<file path="config.mk">
export PLATFORM = sky130hd
export DESIGN_NAME = rv32_ifetch_align_flat
export DESIGN_NICKNAME = d
export VERILOG_FILES = /design/src/rtl/rv32_ifetch_align_pkg.sv /design/src/rtl/rv32_ifetch_align_if.sv /design/src/rtl/rv32_ifetch_align.sv /design/src/flat_wrapper.sv
export SDC_FILE = /design/constraint.sdc
export NUM_CORES = 1
export LEC_CHECK = 0
export ABC_CLOCK_PERIOD_IN_PS = 5790
export BUFFER_PORTS_ARGS = -buffer_cell sky130_fd_sc_hd__buf_2
export CORE_AREA = 2 2 209 129
export CTS_BUF_LIST = sky130_fd_sc_hd__clkbuf_16
export CTS_CLUSTER_SIZE = 10
export DETAILED_ROUTE_END_ITERATION = 8
export DIE_AREA = 0 0 211 131
export HOLD_SLACK_MARGIN = 0.02
export SLEW_MARGIN = 0
export SYNTH_ARGS = -nofsm -noshare
export SYNTH_HDL_FRONTEND = slang
export SYNTH_SLANG_ARGS = --single-unit
</file>
<file path="constraint.sdc">
create_clock -name clk -period 5.79 [get_ports clk]
set_input_delay 0.579 -clock clk [delete_from_list [all_inputs] [get_ports clk]]
set_output_delay 0.579 -clock clk [all_outputs]
set_load 0.05 [all_outputs]
</file>
<file path="src/rtl/rv32_ifetch_align_pkg.sv">
// Shared types for the RV32 fetch/align stage: FSM states, buffer layouts,
// the canonical NOP and the RVC parcel test.
package rv32_pkg;

    typedef enum logic [1:0] {
        IDLE    = 2'd0,
        WAIT    = 2'd1,
        DISCARD = 2'd2
    } fetch_state_e;

    localparam logic [31:0] RV32_NOP = 32'h00000013;

    // Last fetched word; tag is the word address pc[31:2].
    typedef struct packed {
        logic [31:0] data;
        logic [29:0] tag;
        logic        v;
        logic        err;
    } word_buf_t;

    // Low half of a straddling 32-bit instruction; tag is the halfword address pc[31:1].
    typedef struct packed {
        logic [15:0] data;
        logic [30:0] tag;
        logic        v;
        logic        err;
    } spill_buf_t;

    // A 16-bit parcel is compressed unless its two low bits are both set.
    function automatic logic is_rvc(input logic [15:0] parcel);
        return parcel[1:0] != 2'b11;
    endfunction

endpackage

</file>
<file path="src/rtl/rv32_ifetch_align_if.sv">
// Instruction-memory read bus: one outstanding request, completed by ack.
interface rv32_ifetch_align_if;
    logic        imem_req;
    logic [31:0] imem_addr;
    logic        imem_ack;
    logic [31:0] imem_rdata;
    logic        imem_err;

    // Fetch stage side
    modport master (output imem_req, imem_addr, input imem_ack, imem_rdata, imem_err);
    // Memory side
    modport slave  (input imem_req, imem_addr, output imem_ack, imem_rdata, imem_err);
endinterface

</file>
<file path="src/rtl/rv32_ifetch_align.sv">
// Fetch/align stage: keeps the last fetched word plus one spill parcel and
// assembles 16/32-bit instructions at any halfword pc, combinationally on a
// buffer hit. Misses issue a single word-aligned read through a 3-state FSM.
module rv32_ifetch_align
    import rv32_pkg::*;
#(
    parameter bit          ENABLE_C  = 1'b1,
    parameter logic [31:0] NOP_INSTR = RV32_NOP
) (
    input  logic                       clk,
    input  logic                       reset_n,
    input  logic [31:0]                pc,
    input  logic                       flush,
    rv32_ifetch_align_if.master        imem,
    output logic                       instr_valid,
    input  logic                       instr_ready,
    output logic [31:0]                instr,
    output logic                       is_compressed,
    output logic                       fetch_fault,
    output logic                       pc_stall
);

    fetch_state_e r_state, w_state_nxt;
    word_buf_t    r_word;
    spill_buf_t   r_spill;
    logic [31:0]  r_addr;

    logic [29:0]  w_cur_wtag, w_nxt_wtag, w_need_wtag;
    logic         w_word_hit_cur, w_word_hit_nxt, w_spill_hit;
    logic [15:0]  w_lo, w_hi;
    logic         w_miss, w_spill_fill, w_issue, w_fill;

    assign w_cur_wtag     = pc[31:2];
    assign w_nxt_wtag     = pc[31:2] + 30'd1;   // wraps from the top word to word 0
    assign w_word_hit_cur = r_word.v && (r_word.tag == w_cur_wtag);
    assign w_word_hit_nxt = r_word.v && (r_word.tag == w_nxt_wtag);
    assign w_spill_hit    = r_spill.v && (r_spill.tag == pc[31:1]);
    assign w_lo           = r_word.data[15:0];
    assign w_hi           = r_word.data[31:16];

    // Instruction assembly from pc and the buffers; also decides which word a miss needs
    always_comb begin
        instr_valid   = 1'b0;
        instr         = NOP_INSTR;
        is_compressed = 1'b0;
        fetch_fault   = 1'b0;
        w_miss        = 1'b0;
        w_need_wtag   = w_cur_wtag;
        w_spill_fill  = 1'b0;
        if (pc[0] || (!ENABLE_C && pc[1])) begin
            // unreachable alignment: fault without touching the bus
            instr_valid = 1'b1;
            fetch_fault = 1'b1;
        end else if (!pc[1]) begin
            if (w_word_hit_cur) begin
                instr_valid = 1'b1;
                if (r_word.err) begin
                    fetch_fault = 1'b1;
                end else if (ENABLE_C && is_rvc(w_lo)) begin
                    instr         = {16'h0, w_lo};
                    is_compressed = 1'b1;
                end else begin
                    instr = r_word.data;
                end
            end else begin
                w_miss = 1'b1;
            end
        end else begin
            if (w_word_hit_cur && (r_word.err || is_rvc(w_hi))) begin
                instr_valid = 1'b1;
                if (r_word.err) begin
                    fetch_fault = 1'b1;
                end else begin
                    instr         = {16'h0, w_hi};
                    is_compressed = 1'b1;
                end
            end else if (w_spill_hit) begin
                // straddle: low parcel in spill, high parcel in the following word
                if (w_word_hit_nxt) begin
                    instr_valid = 1'b1;
                    if (r_spill.err || r_word.err)
                        fetch_fault = 1'b1;
                    else
                        instr = {w_lo, r_spill.data};
                end else begin
                    w_miss      = 1'b1;
                    w_need_wtag = w_nxt_wtag;
                end
            end else if (w_word_hit_cur) begin
                // park the upper parcel before the word buffer is overwritten
                w_spill_fill = 1'b1;
                w_miss       = 1'b1;
                w_need_wtag  = w_nxt_wtag;
            end else begin
                w_miss = 1'b1;
            end
        end
    end

    assign pc_stall = !(instr_valid && instr_ready);

    // FSM state register
    always_ff @(posedge clk or negedge reset_n) begin
        if (!reset_n) r_state <= IDLE;
        else          r_state <= w_state_nxt;
    end

    // FSM next state: a flush while waiting turns the pending read into a discard
    always_comb begin
        w_state_nxt = r_state;
        case (r_state)
            IDLE:    if (w_miss && !flush) w_state_nxt = WAIT;
            WAIT:    if (imem.imem_ack)    w_state_nxt = IDLE;
                     else if (flush)       w_state_nxt = DISCARD;
            DISCARD: if (imem.imem_ack)    w_state_nxt = IDLE;
            default:                       w_state_nxt = IDLE;
        endcase
    end

    // FSM outputs: request tracks the non-idle states, data is kept only from a live WAIT
    always_comb begin
        w_issue = (r_state == IDLE) && w_miss && !flush;
        w_fill  = (r_state == WAIT) && imem.imem_ack && !flush;
    end

    assign imem.imem_req  = (r_state != IDLE);
    assign imem.imem_addr = r_addr;

    // Request address: captured when a read is issued, held until the next issue
    always_ff @(posedge clk or negedge reset_n) begin
        if (!reset_n)     r_addr <= '0;
        else if (w_issue) r_addr <= {w_need_wtag, 2'b00};
    end

    // Word buffer: filled on a live ack, invalidated by flush
    always_ff @(posedge clk or negedge reset_n) begin
        if (!reset_n)
            r_word <= '0;
        else if (flush)
            r_word.v <= 1'b0;
        else if (w_fill)
            r_word <= '{data: imem.imem_rdata, tag: r_addr[31:2], v: 1'b1, err: imem.imem_err};
    end

    // Spill buffer: holds the low half of a straddling instruction
    always_ff @(posedge clk or negedge reset_n) begin
        if (!reset_n)
            r_spill <= '0;
        else if (flush)
            r_spill.v <= 1'b0;
        else if (w_spill_fill)
            r_spill <= '{data: w_hi, tag: pc[31:1], v: 1'b1, err: r_word.err};
    end

endmodule
</file>
<file path="src/flat_wrapper.sv">
// flat-port wrapper written by rule: the top's interface ports become plain ports
module rv32_ifetch_align_flat import rv32_pkg::*;
#(
    parameter bit          ENABLE_C  = 1'b1,
    parameter logic [31:0] NOP_INSTR = RV32_NOP
)
  (clk, reset_n, pc, flush, instr_valid, instr_ready, instr, is_compressed, fetch_fault, pc_stall, imem_imem_req, imem_imem_addr, imem_imem_ack, imem_imem_rdata, imem_imem_err);
  rv32_ifetch_align_if imem_i ();
  input  logic clk;
  input  logic reset_n;
  input  logic [31:0] pc;
  input  logic flush;
  output logic instr_valid;
  input  logic instr_ready;
  output logic [31:0] instr;
  output logic is_compressed;
  output logic fetch_fault;
  output logic pc_stall;
  output wire logic [$bits(imem_i.imem_req)-1:0] imem_imem_req;
  output wire logic [$bits(imem_i.imem_addr)-1:0] imem_imem_addr;
  input wire logic [$bits(imem_i.imem_ack)-1:0] imem_imem_ack;
  input wire logic [$bits(imem_i.imem_rdata)-1:0] imem_imem_rdata;
  input wire logic [$bits(imem_i.imem_err)-1:0] imem_imem_err;
  assign imem_imem_req = imem_i.imem_req;
  assign imem_imem_addr = imem_i.imem_addr;
  assign imem_i.imem_ack = imem_imem_ack;
  assign imem_i.imem_rdata = imem_imem_rdata;
  assign imem_i.imem_err = imem_imem_err;
  rv32_ifetch_align #(.ENABLE_C(ENABLE_C), .NOP_INSTR(NOP_INSTR)) u_core (.clk(clk), .reset_n(reset_n), .pc(pc), .flush(flush), .imem(imem_i), .instr_valid(instr_valid), .instr_ready(instr_ready), .instr(instr), .is_compressed(is_compressed), .fetch_fault(fetch_fault), .pc_stall(pc_stall));
endmodule
</file>
==> results.ini, run 1 <==
[clock_tree]
clock_latency_ps=450
cts-root-buf=clkbuf_16
cts_setup_buffers=0
cts_tree=done
cts_buffers=17
post_cts_resized=0
path_clk_slew_ps=60
htreeDepth=4
cts.sinks=145
ctsLongestPathBuffers=2
cts_hold_buf=0

[detailed_routing]
drt.antenna.violating_nets=0
drc=0
routed_wl_mm=29.6
drtIter0Drc=897
vias=7673
viasPerCell=5.85
wl_per_cell_um=22.6
first_pass_iters=6

[power]
p_sw_uw=1360
p_seq_frac=0.408
clkPwrFrac=0.296
p_int_uw=2230
peakVddDrop_uv=170
powerDensity_nw_per_um2=347
p_leak_uw=0.00419
swShare=0.379
power_frac_comb=0.296

[sta]
fin_setup_tns_ps=0
rsz0062_at_grt=false
setup_viol=0
slew_headroom=0.373
worst_slew_pin_slew_ps=937
period_minus_slack_ps=5180
hold_violations=0
fin_crit_sh=0.895
fin_skew_ps=9.01
fmax_mhz=193
drv_slew=0
fin_ws_ps=609

[global_route]
grt_use_met3=0.0688
grt_util_met1=0.342
grt.busiest_layer=met1
antenna_found_initial=2
grt_pass1_wl_mm=44.8
grt_pass1_vias=7189
grt_start_max_net_pins=70
met2_usage=0.280
grt_overflow=0
grt.total_usage=0.219

[setup_path]
arrival_ps=4600
worstSetupPathType=in -> out
worst-path-max-fanout=31
crit_path_max_incr_delay_ps=600
end_kind=primary output
cp_cell_sequence=buf_2 > ha_1 > nand3_2 > nor4_4 > nand4_1 > xnor2_1 > o31ai_1 > or4b_4 > nor3_4 > buf_4 > a222oi_1 > or2_1 > buf_2
cp-start-kind=input pin
worstPathRequired_ps=5210
crit_slowest_cell=or4b_4
cpMostUsedCell=buf_2

[cells_and_area]
layout-drive-gt1-share=0.352
nNetsFinal=1032
stdcell_count=1311
design_area_sq_um=10400
fillers=2529
syn_to_final_growth_pct=16.4

[place]
portBuffers=136
hpwlAfterDp_mm=21.8
dpl_cell_area_sq_um=9800
pre_cts_slack_ps=740
place_inst=1278
gp_routability_congestion=0.935

[floorplan]
die_w_um=211
dieArea_sq_um=27600
ios=139
die_height_um=131
core_sq_um=25800
rows=46
initial_core_util=0.344

[logic_synthesis]
yosysMostFrequentCell=dfrtp_1
synth_top_area_share=0.408
syn_area_per_cell_sq_um=10.3
synth_edf_count=0
synth_common_cells=dfrtp_1, mux2_2, xnor2_1
synthFlopType=dfrtp_1
syn_area_sq_um=8900
synth-seq-cells=145
synth_cell_types=78
yosysTopAreaCell=dfrtp_1
yosys_warnings=0
async_flop_share=1.00
syn-instance-count=864
yosysSeqAreaShare=0.408
synth_area_leaders=dfrtp_1, mux2_2, xnor2_1

[run]
drv_cap=0

[status]
status=completed

[hold_path]
hp-class=in -> async

logic make-up after synthesis:
| family | share of synthesized area |
|---|---|
| and+or+nand+nor | 0.190 |
| AOI/OAI and AO/OA | 0.141 |
| DFF | 0.408 |
| muxes | 0.133 |
| buffers and inverters | 0.0475 |
| xor gates and xnor gates | 0.0787 |
| adders and majority gates | 0.00141 |
| other | 0.000421 |
routing by layer:
metal / up-vias / share of wire
li1: 3428 / -
met1: 3843 / 0.49
met2: 365 / 0.39
met3: 35 / 0.11
met4: 2 / 0.013
met5: - / 0.00044
worst max-delay path, delay by kind of cell:
| kind | cells | cell delay [ps] |
|---|---|---|
| AND/OR/NAND/NOR | 6 | 2170 |
| buffers and inverters | 3 | 840 |
| adder cells (fa/ha/maj) | 1 | 400 |
| AO/OA/AOI/OAI | 2 | 310 |
| XOR/XNOR | 1 | 270 |
area by class of cell:
class	count	area (sq um)	share of cell area
well taps	336	420	0.0406
clock buffers	17	425	0.0411
flip-flops and latches	145	3630	0.350
repair buffers	154	835	0.0806
inverters	12	45.0	0.00435
diodes	1	2.50	0.000242
clock inverters	15	134	0.0129
multi-input cells	631	4870	0.470
through the flow:
stage,power [uW],util,hold WS (ps)
after floorplan,2170,-,283
after global placement,2510,0.379,453
after detailed placement,2520,0.379,455
after CTS,3600,0.401,163
after global routing,3760,0.401,191
final,3590,0.401,138
cells in the final DEF (no fill, tap or decap), drive strengths merged, types with 5 or more instances in the layout:
cell type	synthesis	final
dfrtp	145	145
o211ai	6	6
or2	10	10
o31ai	13	13
nand3	16	16
nand2	44	44
a222oi	15	15
nor2	50	50
a2bb2oi	8	8
a31oi	19	19
inv	12	16
a21oi	24	24
mux2	103	103
nand4	51	51
o211a	8	8
xnor2	69	69
buf	37	154
a22oi	15	15
xor2	11	11
and3	7	7
or4b	5	5
o21ai	25	25
or3	18	18
nor3	20	20
clkinv	0	8
nor4	17	17
clkbuf	40	17
or4	16	16
state kept, by name, indices dropped and copies added, names as in the netlist:
| name | cells |
|---|---|
| u_core.r_word | 64 |
| u_core.imem.imem_addr | 30 |
| u_core.r_state | 2 |
| u_core.r_spill | 49 |
worst paths after layout:
kind                                    startpoint                        end  slack (ps)  cells past startpoint
worst max-delay path                         pc[3]                   instr[0]         610                     13
worst min-delay path                       reset_n          u_core.r_word[16]         140                      1
worst max register to register   u_core.r_spill[6]  u_core.imem.imem_addr[25]        1860                     10
worst min register to register  u_core.r_spill[33]         u_core.r_spill[33]         470                      1
max in group asynchronous                  reset_n          u_core.r_word[17]        4400                      2
min in group clk                     imem_imem_ack          u_core.r_state[1]         320                      2
power by group through the flow:
stage / clock network [uW] / registers (uW) / logic, uW
after detailed placement: 0 / 1470 / 1040
after global placement: 0 / 1470 / 1040
after CTS: 1090 / 1460 / 1050
final: 1060 / 1460 / 1060
after floorplan: 0 / 1560 / 611
after global routing: 1130 / 1500 / 1130
No activity file was read; power rests on OpenSTA's default activity.
==> run 2: changes to the inputs <==
Settings changed: CELL_PAD_IN_SITES_DETAIL_PLACEMENT from default to 1, CELL_PAD_IN_SITES_GLOBAL_PLACEMENT from default to 2, PLACE_DENSITY_LB_ADDON from default to 0.1.
==> run 2 against run 1 <==
Against the previous run:
- clock-buffer cell count did not move
- sequential power about the same
- global-route usage is 2.3 points higher
- core utilization shrank 0.092 points
- worst hold slack improved by 87 ps
- fmax rose by 0.65%
- cell area decreased by 0.23%
- cell count stayed put
- highest routed layer is now met4
==> results.ini, run 2 (synthesis gave the netlist of run 1 again) <==
[power]
powerDensity_nw_per_um2=345
power_uw=3570
peakVddDrop_uv=147
p_leak_uw=0.00418

[global_route]
grt_pass1_vias=7573
antenna_found_initial=0
grt_pass1_wl_mm=49.0
grt_start_max_net_pins=89
grt_overflow=0
grt.total_usage=0.242

[setup_path]
crit_path_max_incr_delay_ps=790
worstSetupPathType=reg -> out
worstPathRequired_ps=5210
arrival_ps=4570
crit_slowest_cell=nor4_1
cp-start-kind=flop
end_kind=primary output
worst-path-max-fanout=31
cp_cell_sequence=xnor2_1 > nand4_1 > nor4_1 > nand3_1 > a2111oi_2 > nand4_4 > nor3_4 > buf_4 > a222oi_1 > or2_1 > buf_2

[sta]
fin_setup_tns_ps=0
fmax_mhz=194
period_minus_slack_ps=5150
hold_slack_ps=225
rsz0062_at_grt=false
slew_headroom=0.246
fin_skew_ps=10.8
worst_slew_pin_slew_ps=1100
setup_viol=0
fin_ws_ps=643
drv_slew=0
hold_violations=0
fin_crit_sh=0.889

[cells_and_area]
largest_reg_flops=64
n_antenna_cell=0
final_common_cell=dfrtp_1
top_register=u_core.r_word
design_area_sq_um=10300
nNetsFinal=1033
syn_to_final_growth_pct=16.1
layout-drive-gt1-share=0.348
mostFrequentLayoutCells=dfrtp_1, buf_2, mux2_2, xnor2_1, nand4_1

[clock_tree]
cts.sinks=145
ctsLongestPathBuffers=2
cts_setup_buffers=0
clock_latency_ps=450
path_clk_slew_ps=60
cts_tree=done
cts_hold_buf=0
htreeDepth=4
cts_buffers=17
post_cts_resized=0
cts-root-buf=clkbuf_16

[detailed_routing]
routed_wl_mm=32.4
wl_per_cell_um=24.7
drtIter0Drc=701
drt.antenna.violating_nets=0
drc=0
first_pass_iters=8
viasPerCell=5.77
vias=7561

[place]
dpl_cell_area_sq_um=9810
hpwlAfterDp_mm=23.8
gp_routability_congestion=0.933
pre_cts_slack_ps=777
portBuffers=136

[floorplan]
core_sq_um=25800
rows=46
die_w_um=211
ios=139
initial_core_util=0.344
dieArea_sq_um=27600
die_height_um=131

[hold_path]
hp-class=in -> async

[status]
status=completed

[run]
drv_cap=0

run 2: cell count changes in the layout (fill, tap and decap cells not counted), sizes merged:
cell / change
inv: -2
buf: +1
clkinv: +1
clkinvlp: +1
diode: -1
run 2: metal layers:
| layer | share of wire | GRT usage | vias up |
|---|---|---|---|
| li1 | - | - | 3419 |
| met1 | 0.53 | 0.385 | 3916 |
| met2 | 0.39 | 0.321 | 201 |
| met3 | 0.062 | 0.0559 | 25 |
| met4 | 0.011 | 0.0543 | 0 |
| met5 | 0 | 0 | - |
run 2: cell type report:
class	count	area, sq um
Tap cell	336	420
Inverter	12	45.0
Clock buffer	17	425
Timing Repair Buffer	155	842
Fill cell	2928	15500
Multi-Input combinational cell	631	4870
Sequential cell	145	3630
Clock inverter	15	101
run 2: where the power goes:
group	total (uW)	internal (uW)	switching, uW
Clock	1020	576	445
Sequential	1460	1240	219
Combinational	1090	401	688
Total	3570	2210	1350
run 2: metrics by stage:
step,cells,util
6_report,1311,0.400
5_1_grt,1311,0.400
4_1_cts,1311,0.400
3_5_place_dp,1279,0.380
3_3_place_gp,1279,0.380
2_1_floorplan,865,-
run 2: path summary, 6_finish.rpt:
check,start,to,slack (ps),depth (start not counted)
min reg2reg,u_core.r_spill[33],u_core.r_spill[33],480,1
max,u_core.r_spill[13],instr[4],640,11
max reg2reg,u_core.r_spill[13],u_core.imem.imem_addr[24],1550,10
min,reset_n,u_core.r_spill[20],220,1
min in group clk,imem_imem_ack,u_core.r_state[1],320,2
max in group asynchronous,reset_n,u_core.r_word[53],4260,2
run 2: critical path, delay by kind of cell, from the launching register on:
family / cells / cell delay [ps]
flip-flops: 1 / 380
XOR/XNOR: 1 / 670
AO/OA/AOI/OAI: 2 / 670
AND/OR/NAND/NOR: 6 / 1800
buffers and inverters: 2 / 590
